$ cat src/rtl/snes_map_pkg.sv
// Shared definitions for the cartridge mapper bus arbiter.
//   IDLE_DI       : CPU read data presented while the bus is idle
//   arb_state_e   : arbiter FSM states (RUN / DRAIN)
//   onehot_to_idx : lowest-bit priority encode of coprocessor flags to a channel number
//   popcount_gt1  : true when more than one flag is set
package snes_map_pkg;

    localparam logic [7:0] IDLE_DI = 8'hFF;

    typedef enum logic {
        RUN   = 1'b0,
        DRAIN = 1'b1
    } arb_state_e;

    // Bit k-1 of v maps to channel k; the lowest set bit wins, no bits -> channel 0.
    function automatic logic [3:0] onehot_to_idx(input logic [14:0] v);
        logic [3:0] idx;
        idx = '0;
        for (int unsigned i = 15; i > 0; i--) begin
            if (v[i-1]) idx = 4'(i);
        end
        return idx;
    endfunction

    // Clearing the lowest set bit leaves something only if there were two or more.
    function automatic logic popcount_gt1(input logic [14:0] v);
        return (v & (v - 15'd1)) != '0;
    endfunction

endpackage

$ cat src/rtl/mapper_bus_arbiter_if.sv
// Bundle of mapper-channel inputs, shared ROM/BSRAM/CPU outputs and arbiter status.
//   master : arbiter view (channel signals in, shared bus and status out)
//   slave  : environment view (channel signals out, shared bus and status in)
// Per-channel vectors pack channel k at [k*W +: W].
interface mapper_bus_arbiter_if #(
    parameter int unsigned NUM_MAPS = 5,
    parameter int unsigned ROM_AW   = 24,
    parameter int unsigned BS_AW    = 20
);
    logic [NUM_MAPS-2:0]        map_active;
    logic [NUM_MAPS*8-1:0]      ch_do;
    logic [NUM_MAPS-1:0]        ch_irq_n;
    logic [NUM_MAPS*ROM_AW-1:0] ch_rom_addr;
    logic [NUM_MAPS-1:0]        ch_rom_ce_n;
    logic [NUM_MAPS-1:0]        ch_rom_oe_n;
    logic [NUM_MAPS-1:0]        ch_rom_word;
    logic [NUM_MAPS*BS_AW-1:0]  ch_bs_addr;
    logic [NUM_MAPS*8-1:0]      ch_bs_d;
    logic [NUM_MAPS-1:0]        ch_bs_ce_n;
    logic [NUM_MAPS-1:0]        ch_bs_oe_n;
    logic [NUM_MAPS-1:0]        ch_bs_we_n;

    logic [7:0]        di;
    logic              irq_n;
    logic [ROM_AW-1:0] rom_addr;
    logic              rom_ce_n;
    logic              rom_oe_n;
    logic              rom_word;
    logic [BS_AW-1:0]  bs_addr;
    logic [7:0]        bs_d;
    logic              bs_ce_n;
    logic              bs_oe_n;
    logic              bs_we_n;

    logic [3:0]        cur_sel;
    logic              switching;
    logic              multi_hot_err;
    logic [7:0]        switch_cnt;

    modport master (
        input  map_active, ch_do, ch_irq_n, ch_rom_addr, ch_rom_ce_n, ch_rom_oe_n,
               ch_rom_word, ch_bs_addr, ch_bs_d, ch_bs_ce_n, ch_bs_oe_n, ch_bs_we_n,
        output di, irq_n, rom_addr, rom_ce_n, rom_oe_n, rom_word,
               bs_addr, bs_d, bs_ce_n, bs_oe_n, bs_we_n,
               cur_sel, switching, multi_hot_err, switch_cnt
    );

    modport slave (
        output map_active, ch_do, ch_irq_n, ch_rom_addr, ch_rom_ce_n, ch_rom_oe_n,
               ch_rom_word, ch_bs_addr, ch_bs_d, ch_bs_ce_n, ch_bs_oe_n, ch_bs_we_n,
        input  di, irq_n, rom_addr, rom_ce_n, rom_oe_n, rom_word,
               bs_addr, bs_d, bs_ce_n, bs_oe_n, bs_we_n,
               cur_sel, switching, multi_hot_err, switch_cnt
    );
endinterface

$ cat src/rtl/map_prio_enc.sv
// Priority encoder for coprocessor-active flags.
//   i_req   : flags, bit k-1 requests channel k (W <= 15)
//   o_idx   : channel number of the lowest set flag, 0 when none set
//   o_multi : more than one flag set
module map_prio_enc
    import snes_map_pkg::*;
#(
    parameter int unsigned W = 4
) (
    input  logic [W-1:0] i_req,
    output logic [3:0]   o_idx,
    output logic         o_multi
);
    logic [14:0] w_req;

    assign w_req   = 15'(i_req);
    assign o_idx   = onehot_to_idx(w_req);
    assign o_multi = popcount_gt1(w_req);
endmodule

$ cat src/rtl/mapper_bus_arbiter.sv
// Selects one of NUM_MAPS cartridge mapper channels onto the shared ROM/BSRAM/CPU bus.
// A change of selected channel first drains the bus (idle values) for DRAIN_CYCLES cycles.
//   mclk, rst_n : master clock, synchronous active-low reset
//   bus         : mapper_bus_arbiter_if.master (channel inputs, shared outputs, status)
// Parameters must match those of the connected interface instance.
module mapper_bus_arbiter
    import snes_map_pkg::*;
#(
    parameter int unsigned NUM_MAPS     = 5,
    parameter int unsigned ROM_AW       = 24,
    parameter int unsigned BS_AW        = 20,
    parameter int unsigned DRAIN_CYCLES = 4,
    parameter bit          REG_OUT      = 1'b1
) (
    input  logic                 mclk,
    input  logic                 rst_n,
    mapper_bus_arbiter_if.master bus
);
    localparam logic [7:0] DRAIN_LOAD = 8'(DRAIN_CYCLES - 1);

    arb_state_e r_state, w_state_nx;
    logic [3:0] r_cur_sel, r_pend_sel, w_cur_nx, w_pend_nx;
    logic [3:0] w_target_raw, w_target, w_sel;
    logic [7:0] r_cnt, w_cnt_nx, r_switch_cnt;
    logic       w_commit, w_multi, r_multi_err;

    logic [7:0]        w_di, r_di;
    logic              w_irq_n, r_irq_n;
    logic [ROM_AW-1:0] w_rom_addr, r_rom_addr;
    logic              w_rom_ce_n, r_rom_ce_n, w_rom_oe_n, r_rom_oe_n, w_rom_word, r_rom_word;
    logic [BS_AW-1:0]  w_bs_addr, r_bs_addr;
    logic [7:0]        w_bs_d, r_bs_d;
    logic              w_bs_ce_n, r_bs_ce_n, w_bs_oe_n, r_bs_oe_n, w_bs_we_n, r_bs_we_n;

    map_prio_enc #(.W(NUM_MAPS - 1)) u_enc (
        .i_req   (bus.map_active),
        .o_idx   (w_target_raw),
        .o_multi (w_multi)
    );

    assign w_target = (32'(w_target_raw) < NUM_MAPS) ? w_target_raw : '0;
    assign w_sel    = (32'(r_cur_sel) < NUM_MAPS) ? r_cur_sel : '0;

    // State register
    always_ff @(posedge mclk) begin
        if (!rst_n) begin
            r_state      <= RUN;
            r_cur_sel    <= '0;
            r_pend_sel   <= '0;
            r_cnt        <= '0;
            r_switch_cnt <= '0;
            r_multi_err  <= 1'b0;
        end else begin
            r_state     <= w_state_nx;
            r_cur_sel   <= w_cur_nx;
            r_pend_sel  <= w_pend_nx;
            r_cnt       <= w_cnt_nx;
            r_multi_err <= r_multi_err | w_multi;
            if (w_commit && r_switch_cnt != 8'hFF) r_switch_cnt <= r_switch_cnt + 8'd1;
        end
    end

    // Next-state logic. pend_sel never equals cur_sel while draining, so a target
    // matching cur_sel is checked first as a cancel.
    always_comb begin
        w_state_nx = r_state;
        w_cur_nx   = r_cur_sel;
        w_pend_nx  = r_pend_sel;
        w_cnt_nx   = r_cnt;
        w_commit   = 1'b0;
        unique case (r_state)
            RUN: begin
                if (w_target != r_cur_sel) begin
                    w_pend_nx  = w_target;
                    w_cnt_nx   = DRAIN_LOAD;
                    w_state_nx = DRAIN;
                end
            end
            DRAIN: begin
                if (w_target == r_cur_sel) begin
                    w_state_nx = RUN;
                end else if (w_target != r_pend_sel) begin
                    w_pend_nx = w_target;
                    w_cnt_nx  = DRAIN_LOAD;
                end else if (r_cnt == '0) begin
                    w_cur_nx   = r_pend_sel;
                    w_commit   = 1'b1;
                    w_state_nx = RUN;
                end else begin
                    w_cnt_nx = r_cnt - 8'd1;
                end
            end
            default: w_state_nx = RUN;
        endcase
    end

    // Output mux. While draining, addresses and write data come from the output
    // registers so they hold whatever was last driven in RUN.
    always_comb begin
        int unsigned sel;
        sel        = 32'(w_sel);
        w_di       = IDLE_DI;
        w_irq_n    = 1'b1;
        w_rom_addr = r_rom_addr;
        w_rom_ce_n = 1'b1;
        w_rom_oe_n = 1'b1;
        w_rom_word = 1'b0;
        w_bs_addr  = r_bs_addr;
        w_bs_d     = r_bs_d;
        w_bs_ce_n  = 1'b1;
        w_bs_oe_n  = 1'b1;
        w_bs_we_n  = 1'b1;
        if (r_state == RUN) begin
            w_di       = bus.ch_do[sel*8 +: 8];
            w_irq_n    = bus.ch_irq_n[sel];
            w_rom_addr = bus.ch_rom_addr[sel*ROM_AW +: ROM_AW];
            w_rom_ce_n = bus.ch_rom_ce_n[sel];
            w_rom_oe_n = bus.ch_rom_oe_n[sel];
            w_rom_word = bus.ch_rom_word[sel];
            w_bs_addr  = bus.ch_bs_addr[sel*BS_AW +: BS_AW];
            w_bs_d     = bus.ch_bs_d[sel*8 +: 8];
            w_bs_ce_n  = bus.ch_bs_ce_n[sel];
            w_bs_oe_n  = bus.ch_bs_oe_n[sel];
            w_bs_we_n  = bus.ch_bs_we_n[sel];
        end
    end

    always_ff @(posedge mclk) begin
        if (!rst_n) begin
            r_di       <= IDLE_DI;
            r_irq_n    <= 1'b1;
            r_rom_addr <= '0;
            r_rom_ce_n <= 1'b1;
            r_rom_oe_n <= 1'b1;
            r_rom_word <= 1'b0;
            r_bs_addr  <= '0;
            r_bs_d     <= '0;
            r_bs_ce_n  <= 1'b1;
            r_bs_oe_n  <= 1'b1;
            r_bs_we_n  <= 1'b1;
        end else begin
            r_di       <= w_di;
            r_irq_n    <= w_irq_n;
            r_rom_addr <= w_rom_addr;
            r_rom_ce_n <= w_rom_ce_n;
            r_rom_oe_n <= w_rom_oe_n;
            r_rom_word <= w_rom_word;
            r_bs_addr  <= w_bs_addr;
            r_bs_d     <= w_bs_d;
            r_bs_ce_n  <= w_bs_ce_n;
            r_bs_oe_n  <= w_bs_oe_n;
            r_bs_we_n  <= w_bs_we_n;
        end
    end

    generate
        if (REG_OUT) begin : g_reg_out
            assign bus.di       = r_di;
            assign bus.irq_n    = r_irq_n;
            assign bus.rom_addr = r_rom_addr;
            assign bus.rom_ce_n = r_rom_ce_n;
            assign bus.rom_oe_n = r_rom_oe_n;
            assign bus.rom_word = r_rom_word;
            assign bus.bs_addr  = r_bs_addr;
            assign bus.bs_d     = r_bs_d;
            assign bus.bs_ce_n  = r_bs_ce_n;
            assign bus.bs_oe_n  = r_bs_oe_n;
            assign bus.bs_we_n  = r_bs_we_n;
        end else begin : g_comb_out
            assign bus.di       = w_di;
            assign bus.irq_n    = w_irq_n;
            assign bus.rom_addr = w_rom_addr;
            assign bus.rom_ce_n = w_rom_ce_n;
            assign bus.rom_oe_n = w_rom_oe_n;
            assign bus.rom_word = w_rom_word;
            assign bus.bs_addr  = w_bs_addr;
            assign bus.bs_d     = w_bs_d;
            assign bus.bs_ce_n  = w_bs_ce_n;
            assign bus.bs_oe_n  = w_bs_oe_n;
            assign bus.bs_we_n  = w_bs_we_n;
        end
    endgenerate

    assign bus.cur_sel       = r_cur_sel;
    assign bus.switching     = (r_state == DRAIN);
    assign bus.multi_hot_err = r_multi_err;
    assign bus.switch_cnt    = r_switch_cnt;
endmodule

$ cat src/flat_wrapper.sv
// flat-port wrapper written by rule: the top's interface ports become plain ports
module mapper_bus_arbiter_flat import snes_map_pkg::*;
#(
    parameter int unsigned NUM_MAPS     = 5,
    parameter int unsigned ROM_AW       = 24,
    parameter int unsigned BS_AW        = 20,
    parameter int unsigned DRAIN_CYCLES = 4,
    parameter bit          REG_OUT      = 1'b1
)
  (mclk, rst_n, bus_map_active, bus_ch_do, bus_ch_irq_n, bus_ch_rom_addr, bus_ch_rom_ce_n, bus_ch_rom_oe_n, bus_ch_rom_word, bus_ch_bs_addr, bus_ch_bs_d, bus_ch_bs_ce_n, bus_ch_bs_oe_n, bus_ch_bs_we_n, bus_di, bus_irq_n, bus_rom_addr, bus_rom_ce_n, bus_rom_oe_n, bus_rom_word, bus_bs_addr, bus_bs_d, bus_bs_ce_n, bus_bs_oe_n, bus_bs_we_n, bus_cur_sel, bus_switching, bus_multi_hot_err, bus_switch_cnt);
  mapper_bus_arbiter_if #(.NUM_MAPS(NUM_MAPS), .ROM_AW(ROM_AW), .BS_AW(BS_AW)) bus_i ();
  input  logic mclk;
  input  logic rst_n;
  input wire logic [$bits(bus_i.map_active)-1:0] bus_map_active;
  input wire logic [$bits(bus_i.ch_do)-1:0] bus_ch_do;
  input wire logic [$bits(bus_i.ch_irq_n)-1:0] bus_ch_irq_n;
  input wire logic [$bits(bus_i.ch_rom_addr)-1:0] bus_ch_rom_addr;
  input wire logic [$bits(bus_i.ch_rom_ce_n)-1:0] bus_ch_rom_ce_n;
  input wire logic [$bits(bus_i.ch_rom_oe_n)-1:0] bus_ch_rom_oe_n;
  input wire logic [$bits(bus_i.ch_rom_word)-1:0] bus_ch_rom_word;
  input wire logic [$bits(bus_i.ch_bs_addr)-1:0] bus_ch_bs_addr;
  input wire logic [$bits(bus_i.ch_bs_d)-1:0] bus_ch_bs_d;
  input wire logic [$bits(bus_i.ch_bs_ce_n)-1:0] bus_ch_bs_ce_n;
  input wire logic [$bits(bus_i.ch_bs_oe_n)-1:0] bus_ch_bs_oe_n;
  input wire logic [$bits(bus_i.ch_bs_we_n)-1:0] bus_ch_bs_we_n;
  output wire logic [$bits(bus_i.di)-1:0] bus_di;
  output wire logic [$bits(bus_i.irq_n)-1:0] bus_irq_n;
  output wire logic [$bits(bus_i.rom_addr)-1:0] bus_rom_addr;
  output wire logic [$bits(bus_i.rom_ce_n)-1:0] bus_rom_ce_n;
  output wire logic [$bits(bus_i.rom_oe_n)-1:0] bus_rom_oe_n;
  output wire logic [$bits(bus_i.rom_word)-1:0] bus_rom_word;
  output wire logic [$bits(bus_i.bs_addr)-1:0] bus_bs_addr;
  output wire logic [$bits(bus_i.bs_d)-1:0] bus_bs_d;
  output wire logic [$bits(bus_i.bs_ce_n)-1:0] bus_bs_ce_n;
  output wire logic [$bits(bus_i.bs_oe_n)-1:0] bus_bs_oe_n;
  output wire logic [$bits(bus_i.bs_we_n)-1:0] bus_bs_we_n;
  output wire logic [$bits(bus_i.cur_sel)-1:0] bus_cur_sel;
  output wire logic [$bits(bus_i.switching)-1:0] bus_switching;
  output wire logic [$bits(bus_i.multi_hot_err)-1:0] bus_multi_hot_err;
  output wire logic [$bits(bus_i.switch_cnt)-1:0] bus_switch_cnt;
  assign bus_i.map_active = bus_map_active;
  assign bus_i.ch_do = bus_ch_do;
  assign bus_i.ch_irq_n = bus_ch_irq_n;
  assign bus_i.ch_rom_addr = bus_ch_rom_addr;
  assign bus_i.ch_rom_ce_n = bus_ch_rom_ce_n;
  assign bus_i.ch_rom_oe_n = bus_ch_rom_oe_n;
  assign bus_i.ch_rom_word = bus_ch_rom_word;
  assign bus_i.ch_bs_addr = bus_ch_bs_addr;
  assign bus_i.ch_bs_d = bus_ch_bs_d;
  assign bus_i.ch_bs_ce_n = bus_ch_bs_ce_n;
  assign bus_i.ch_bs_oe_n = bus_ch_bs_oe_n;
  assign bus_i.ch_bs_we_n = bus_ch_bs_we_n;
  assign bus_di = bus_i.di;
  assign bus_irq_n = bus_i.irq_n;
  assign bus_rom_addr = bus_i.rom_addr;
  assign bus_rom_ce_n = bus_i.rom_ce_n;
  assign bus_rom_oe_n = bus_i.rom_oe_n;
  assign bus_rom_word = bus_i.rom_word;
  assign bus_bs_addr = bus_i.bs_addr;
  assign bus_bs_d = bus_i.bs_d;
  assign bus_bs_ce_n = bus_i.bs_ce_n;
  assign bus_bs_oe_n = bus_i.bs_oe_n;
  assign bus_bs_we_n = bus_i.bs_we_n;
  assign bus_cur_sel = bus_i.cur_sel;
  assign bus_switching = bus_i.switching;
  assign bus_multi_hot_err = bus_i.multi_hot_err;
  assign bus_switch_cnt = bus_i.switch_cnt;
  mapper_bus_arbiter #(.NUM_MAPS(NUM_MAPS), .ROM_AW(ROM_AW), .BS_AW(BS_AW), .DRAIN_CYCLES(DRAIN_CYCLES), .REG_OUT(REG_OUT)) u_core (.mclk(mclk), .rst_n(rst_n), .bus(bus_i));
endmodule
$ cat config.mk
export PLATFORM = sky130hd
export DESIGN_NAME = mapper_bus_arbiter_flat
export DESIGN_NICKNAME = d
export VERILOG_FILES = /design/src/rtl/snes_map_pkg.sv /design/src/rtl/mapper_bus_arbiter_if.sv /design/src/rtl/map_prio_enc.sv /design/src/rtl/mapper_bus_arbiter.sv /design/src/flat_wrapper.sv
export SDC_FILE = /design/constraint.sdc
export NUM_CORES = 1
export LEC_CHECK = 0
export BUFFER_PORTS_ARGS = -buffer_cell sky130_fd_sc_hd__buf_4
export CAP_MARGIN = 5
export CORE_AREA = 2 2 164 166
export CTS_BUF_LIST = sky130_fd_sc_hd__clkbuf_4 sky130_fd_sc_hd__clkbuf_8
export CTS_CLUSTER_DIAMETER = 40
export DETAILED_ROUTE_END_ITERATION = 8
export DIE_AREA = 0 0 166 168
export HOLD_SLACK_MARGIN = 0.08
export MAX_ROUTING_LAYER = met4
export PLACE_DENSITY_LB_ADDON = 0.25
export SYNTH_ARGS = -nofsm -noshare
export SYNTH_HDL_FRONTEND = slang
export SYNTH_SLANG_ARGS = --single-unit
$ cat constraint.sdc
create_clock -name mclk -period 2.25 [get_ports mclk]
set_input_delay 0.225 -clock mclk [delete_from_list [all_inputs] [get_ports mclk]]
set_output_delay 0.225 -clock mclk [all_outputs]
set_load 0.01 [all_outputs]
==> flow_summary.json, run 1 <==
{
  "status": "finished, final reports clean",
  "crit_path_end_kind": "flip-flop",
  "final-instance-count-excl-fill": 1554,
  "placed_cells": 1523,
  "grt_max_degree": 108,
  "layout_common_cells": "buf_4 (432), nand2_1 (153), a211oi_1 (123)",
  "clockRootBuffer": "clkbuf_8",
  "routed_wirelength_mm": 26.83,
  "routedWlPerCell_um": 17.27,
  "final_common_cell": "buf_4",
  "post-route-period-util_pct": 88.95,
  "cts.sinks": 91,
  "worstPathArrival_ns": 2.31,
  "fin_setup_tns_ns": 0,
  "cts_tree": "built",
  "synthArstFlopShare_pct": 0,
  "yosysTopAreaCellShare_pct": 29.82,
  "setup_viol": 0,
  "htreeDepth": 3,
  "synth_edf_count": 0,
  "drt_iter0_markers": 310,
  "timing.final.max_slew_violations": 0,
  "yosysWarnings": 0,
  "antenna_found_initial": 0,
  "synthXorXnorAreaFrac_pct": 1.004,
  "postPlaceCellArea_um2": 9689,
  "fin_skew_ns": 0.02015,
  "hpwl_mm": 20.21,
  "drtPass1Iterations": 4,
  "p_leak_nw": 4.285,
  "synth_area_leader_cell": "dfxtp_1",
  "syn_inst": 822,
  "grt_pass1_wl_mm": 40.90,
  "clock.fmax_ghz": 0.4997,
  "port_buffers": 420,
  "vias": 7568,
  "gr-total-overflow": 0,
  "path_max_fanout": 9,
  "ant_nets": 0,
  "yosys_register_bits": 91,
  "cts_buffers": 9,
  "die_w_um": 166,
  "hold_violations": 0,
  "synth_nets": 1165,
  "relSlewSlack_pct": 29.29,
  "vdd_drop_max_uv": 176.0,
  "final_area_um2": 10070,
  "num_antenna_cells": 0,
  "clk_latency_ns": 0.39,
  "synthMuxAreaShare_pct": 0.8193,
  "synth_area_um2": 6108,
  "clk_pin_slew_ns": 0.12,
  "num_rows": 60,
  "chipHeight_um": 168,
  "hold_class": "in -> reg",
  "synth_area_leaders": "dfxtp_1 (30%), a211oi_1 (15%), nor2b_1 (12%)",
  "gp_congestion": 0.8643,
  "drive_gt1_share_pct": 39.49,
  "synthAdderAreaFrac_pct": 0.5735,
  "first_global_vias": 7476,
  "drc_errors": 0,
  "p_total_mw": 4.311,
  "critPathKind": "reg -> reg",
  "core_um2": 26350,
  "grt.total_usage_pct": 18.84,
  "max_cap_violations": 0,
  "io_pins": 422,
  "cp_data_required_time_ns": 2.56,
  "nets": 1551,
  "synth_compound_gate_area_share_pct": 29.09,
  "cts_max_path_buffers": 2,
  "ff_latch_area_um2": 1829,
  "cp-start-kind": "flip-flop",
  "yosys.area_share.simple_pct": 32.86,
  "ys.flop_type": "dfxtp_1",
  "start_util_pct": 23.18,
  "syn_avg_cell_area_um2": 7.431,
  "power_density_nw_per_um2": 428.3,
  "synthDistinctLibCells": 47,
  "syn_to_final_growth_pct": 64.79,
  "die_area_um2": 27890,
  "multi_input_comb_area_um2": 3963,
  "fillers": 2731,
  "vias_per_cell": 4.870,
  "rsz0062_at_grt": "no",
  "worstMarginPinSlew_ns": 1.061,
  "seq_area_frac_synth_pct": 29.82,
  "synth_top_family_by_area": "simple AND/OR/NAND/NOR gates",
  "post_cts_buffers": 0,
  "min_period_ns": 2.001
}
sequential cells by signal, summed over array words and instances, names as in the netlist, 3 cells and up:
register / flops
u_core.r_pend_sel: 3
u_core.bus.di: 8
u_core.bus.rom_addr: 24
u_core.bus.bs_addr: 20
u_core.r_cnt: 8
u_core.bus.cur_sel: 3
u_core.bus.switch_cnt: 8
u_core.bus.bs_d: 8
Yosys cell counts, drive strengths merged, types with 3 or more instances:
cell type / count
nand2: 153
a211oi: 125
nor2b: 122
dfxtp: 91
clkbuf: 73
a311oi: 68
nor3: 58
a21oi: 24
nor2: 23
buf: 9
inv: 9
nand3: 7
nand4: 7
o21ai: 6
or3: 6
mux2i: 5
xnor2: 5
and4: 3
nand2b: 3
report_power, final:
part | internal, mW | leakage, nW | switching (mW)
Sequential | 1.72 | 0.754 | 0.0657
Combinational | 0.748 | 3.42 | 0.497
Clock | 0.549 | 0.108 | 0.733
routing by layer:
metal / share of wire (%) / wire length [µm] / global-route usage, % / vias up
met4: 3.5 / 950 / 7.410 / 0
met2: 49 / 13160 / 31.91 / 318
met5: 0 / 0 / - / -
met1: 41 / 10950 / 21.89 / 3430
met3: 6.6 / 1765 / 3.949 / 43
li1: - / - / - / 3777
area by class of cell:
type                            instances  area share, %
Clock inverter                          7         0.9571
Multi-Input combinational cell        640          39.37
Clock buffer                            9          1.231
Tap cell                              341          4.239
Sequential cell                        91          18.17
Timing Repair Buffer                  457          35.70
Inverter                                9         0.3356
repair_timing:
action	4_1_cts	5_1_grt
hold buffers	15	0
resized for setup	0	1
endpoints found under the setup margin	0	2
hold endpoints to repair	15	0
kinds of logic after synthesis:
kind of cell / Yosys count
flops: 91
compound gates: 230
fa+ha+maj: 3
xor+xnor: 7
simple gates: 394
mux: 5
buf+inv: 91
other cells: 1
final timing paths:
| kind | from | endpoint | slack, ns | cells after the start |
|---|---|---|---|---|
| hold / removal | bus_ch_bs_d[37] | u_core.bus.bs_d[5] | 0.12 | 3 |
| hold reg to reg | u_core.bus.multi_hot_err | u_core.bus.multi_hot_err | 0.49 | 2 |
| setup / recovery | u_core.r_pend_sel[2] | u_core.r_cnt[7] | 0.25 | 6 |
| setup reg to reg | u_core.r_pend_sel[2] | u_core.r_cnt[7] | 0.25 | 6 |
critical path, stage by stage (launching register included):
cell and delay [ns]:
dfxtp_1 0.37, or4b_4 0.57, a32oi_4 0.32, buf_4 0.21
a21oi_2 0.11, a31o_1 0.23, a21oi_1 0.12
metrics by stage:
step | hold WS, ns | utilization (%) | setup WS (ns)
floorplan | 0.3460 | - | 0.1603
CTS | 0.09046 | 38.18 | 0.1167
global route | 0.1056 | 38.20 | 0.02911
global placement | 0.4343 | 36.77 | 0.1899
finish | 0.1175 | 38.20 | 0.2486
detailed placement | 0.4336 | 36.77 | 0.2015
Power figures use the tool's default switching activity.
==> run 2: changes to the inputs <==
- CORE_AREA: 2 2 164 166 -> 2 2 166 168
- DIE_AREA: 0 0 166 168 -> 0 0 168 170
==> run 2 against run 1 <==
Compared with the run above:
- via count increased by 2.3%
- register-to-register slack got worse by 0.05 ns
- global-route usage increased by 0.28 points
- cell count increased by 0.71%
- combinational power about the same
- non-clock buffer count increased by 10
- first-iteration DRC count increased by 17%
- sequential cell count unchanged
- power decreased by 3.5%
- wire length increased by 3.0%
- clock skew increased by 0.0018 ns
- sequential share of layout area decreased by 0.14 points
- largest cell class unchanged
==> flow_summary.json, run 2 (synthesis results as in run 1) <==
{
  "status": "finished, final reports clean",
  "final_area_um2": 10150,
  "post-route-period-util_pct": 91.47,
  "layout_common_cells": "buf_4 (438), nand2_1 (153), a211oi_1 (123)",
  "worstPathCellList": "buf_4 -> buf_4",
  "post_cts_buffers": 0,
  "hpwl_mm": 20.55,
  "timing.final.max_slew_violations": 0,
  "final-instance-count-excl-fill": 1565,
  "cpMaxStageDelayCell": "buf_4",
  "worstPathArrival_ns": 1.83,
  "vias_per_cell": 4.946,
  "final_common_cell": "buf_4",
  "path_max_fanout": 107,
  "rsz0062_at_grt": "no",
  "max_cap_violations": 0,
  "gp_congestion": 0.8532,
  "nets": 1561,
  "port_buffers": 420,
  "relSlewSlack_pct": 29.09,
  "first_global_vias": 7584,
  "grt_max_degree": 108,
  "clock.fmax_ghz": 0.4859,
  "io_pins": 422,
  "vdd_drop_max_uv": 219.7,
  "cp_top_family": "buffers and inverters",
  "vias": 7740,
  "routed_wirelength_mm": 27.62,
  "hold_class": "in -> reg",
  "postPlaceCellArea_um2": 9814,
  "routedWlPerCell_um": 17.65,
  "slowest_delay_ns": 0.79,
  "cp_num_buf_inv": 2,
  "setup_viol": 0,
  "fin_skew_ns": 0.02190,
  "placed_cells": 1533,
  "clk_latency_ns": 0.39,
  "grt_pass1_wl_mm": 41.58,
  "power_density_nw_per_um2": 409.8,
  "cp_common_cell": "buf_4",
  "p_total_mw": 4.160,
  "core_um2": 26650,
  "min_period_ns": 2.058,
  "largest_register_ffs": 24,
  "gr-total-overflow": 0,
  "worstMarginPinSlew_ns": 1.064,
  "cts.sinks": 91,
  "critPathKind": "reg -> out",
  "drt_iter0_markers": 364,
  "pre_cts_ws_ns": 0.1628,
  "cts_buffers": 9,
  "antenna_found_initial": 1,
  "num_rows": 60,
  "ant_nets": 0,
  "fin_setup_tns_ns": 0,
  "chipHeight_um": 170,
  "grt.total_usage_pct": 19.12,
  "cp-start-kind": "flip-flop",
  "drtPass1Iterations": 6,
  "htreeDepth": 3,
  "clk_pin_slew_ns": 0.11,
  "die_area_um2": 28560,
  "fin_ws_ns": 0.1919,
  "p_leak_nw": 4.337,
  "die_w_um": 168,
  "drc_errors": 0,
  "crit_path_end_kind": "output port",
  "clockRootBuffer": "clkbuf_8",
  "cts_max_path_buffers": 2,
  "cp_data_required_time_ns": 2.03,
  "start_util_pct": 22.92,
  "syn_to_final_growth_pct": 66.18,
  "cts_tree": "built",
  "drive_gt1_share_pct": 39.98,
  "hold_violations": 0
}
==> run 2: per-layer routing <==
metal / vias up / track usage (%) / part of all wire [%]
li1: 3805 / - / -
met1: 3566 / 22.49 / 42
met2: 326 / 32.50 / 49
met3: 43 / 3.163 / 6.2
met4: 0 / 7.940 / 3.2
met5: - / - / 0
==> run 2: where the power goes <==
group          total [mW]  switching [mW]  internal, mW
logic                1.25           0.497         0.748
registers            1.78          0.0587          1.72
clock network        1.14           0.693         0.445
==> run 2: repair_timing <==
item                                    4_1_cts  5_1_grt
endpoints found under the setup margin        0        1
hold buffers                                 15        0
endpoints found under the hold margin        15        0
gates resized for setup                       0        1
==> run 2: worst min-delay path, cell delays in order <==
cell and delay [ns]:
buf_4 0.08, a21oi_1 0.05, nor3_1 0.11
==> run 2: path summary, 6_finish.rpt <==
check | start | to | slack (ns) | cells after the start
min reg2reg | u_core.r_pend_sel[0] | u_core.r_pend_sel[0] | 0.50 | 2
max | u_core.bus.switching | bus_switching | 0.19 | 2
max reg2reg | u_core.r_cnt[2] | u_core.bus.switch_cnt[7] | 0.20 | 6
min | bus_ch_rom_word[4] | u_core.bus.rom_word | 0.11 | 3
==> run 2: per-stage QoR <==
step | hold slack [ns] | utilization, %
finish | 0.1097 | 38.09
detailed placement | 0.4353 | 36.83
floorplan | 0.3460 | -
global placement | 0.4342 | 36.83
CTS | 0.08204 | 38.08
global route | 0.1015 | 38.09
==> run 2: layout make-up <==
class | count | area, µm²
Clock inverter | 5 | 43.79
Tap cell | 341 | 426.7
Timing Repair Buffer | 467 | 3719
Fill cell | 2816 | 16500
Sequential cell | 91 | 1831
Multi-Input combinational cell | 640 | 3956
Inverter | 9 | 33.78
Clock buffer | 11 | 138.9
Antenna cell | 1 | 2.502
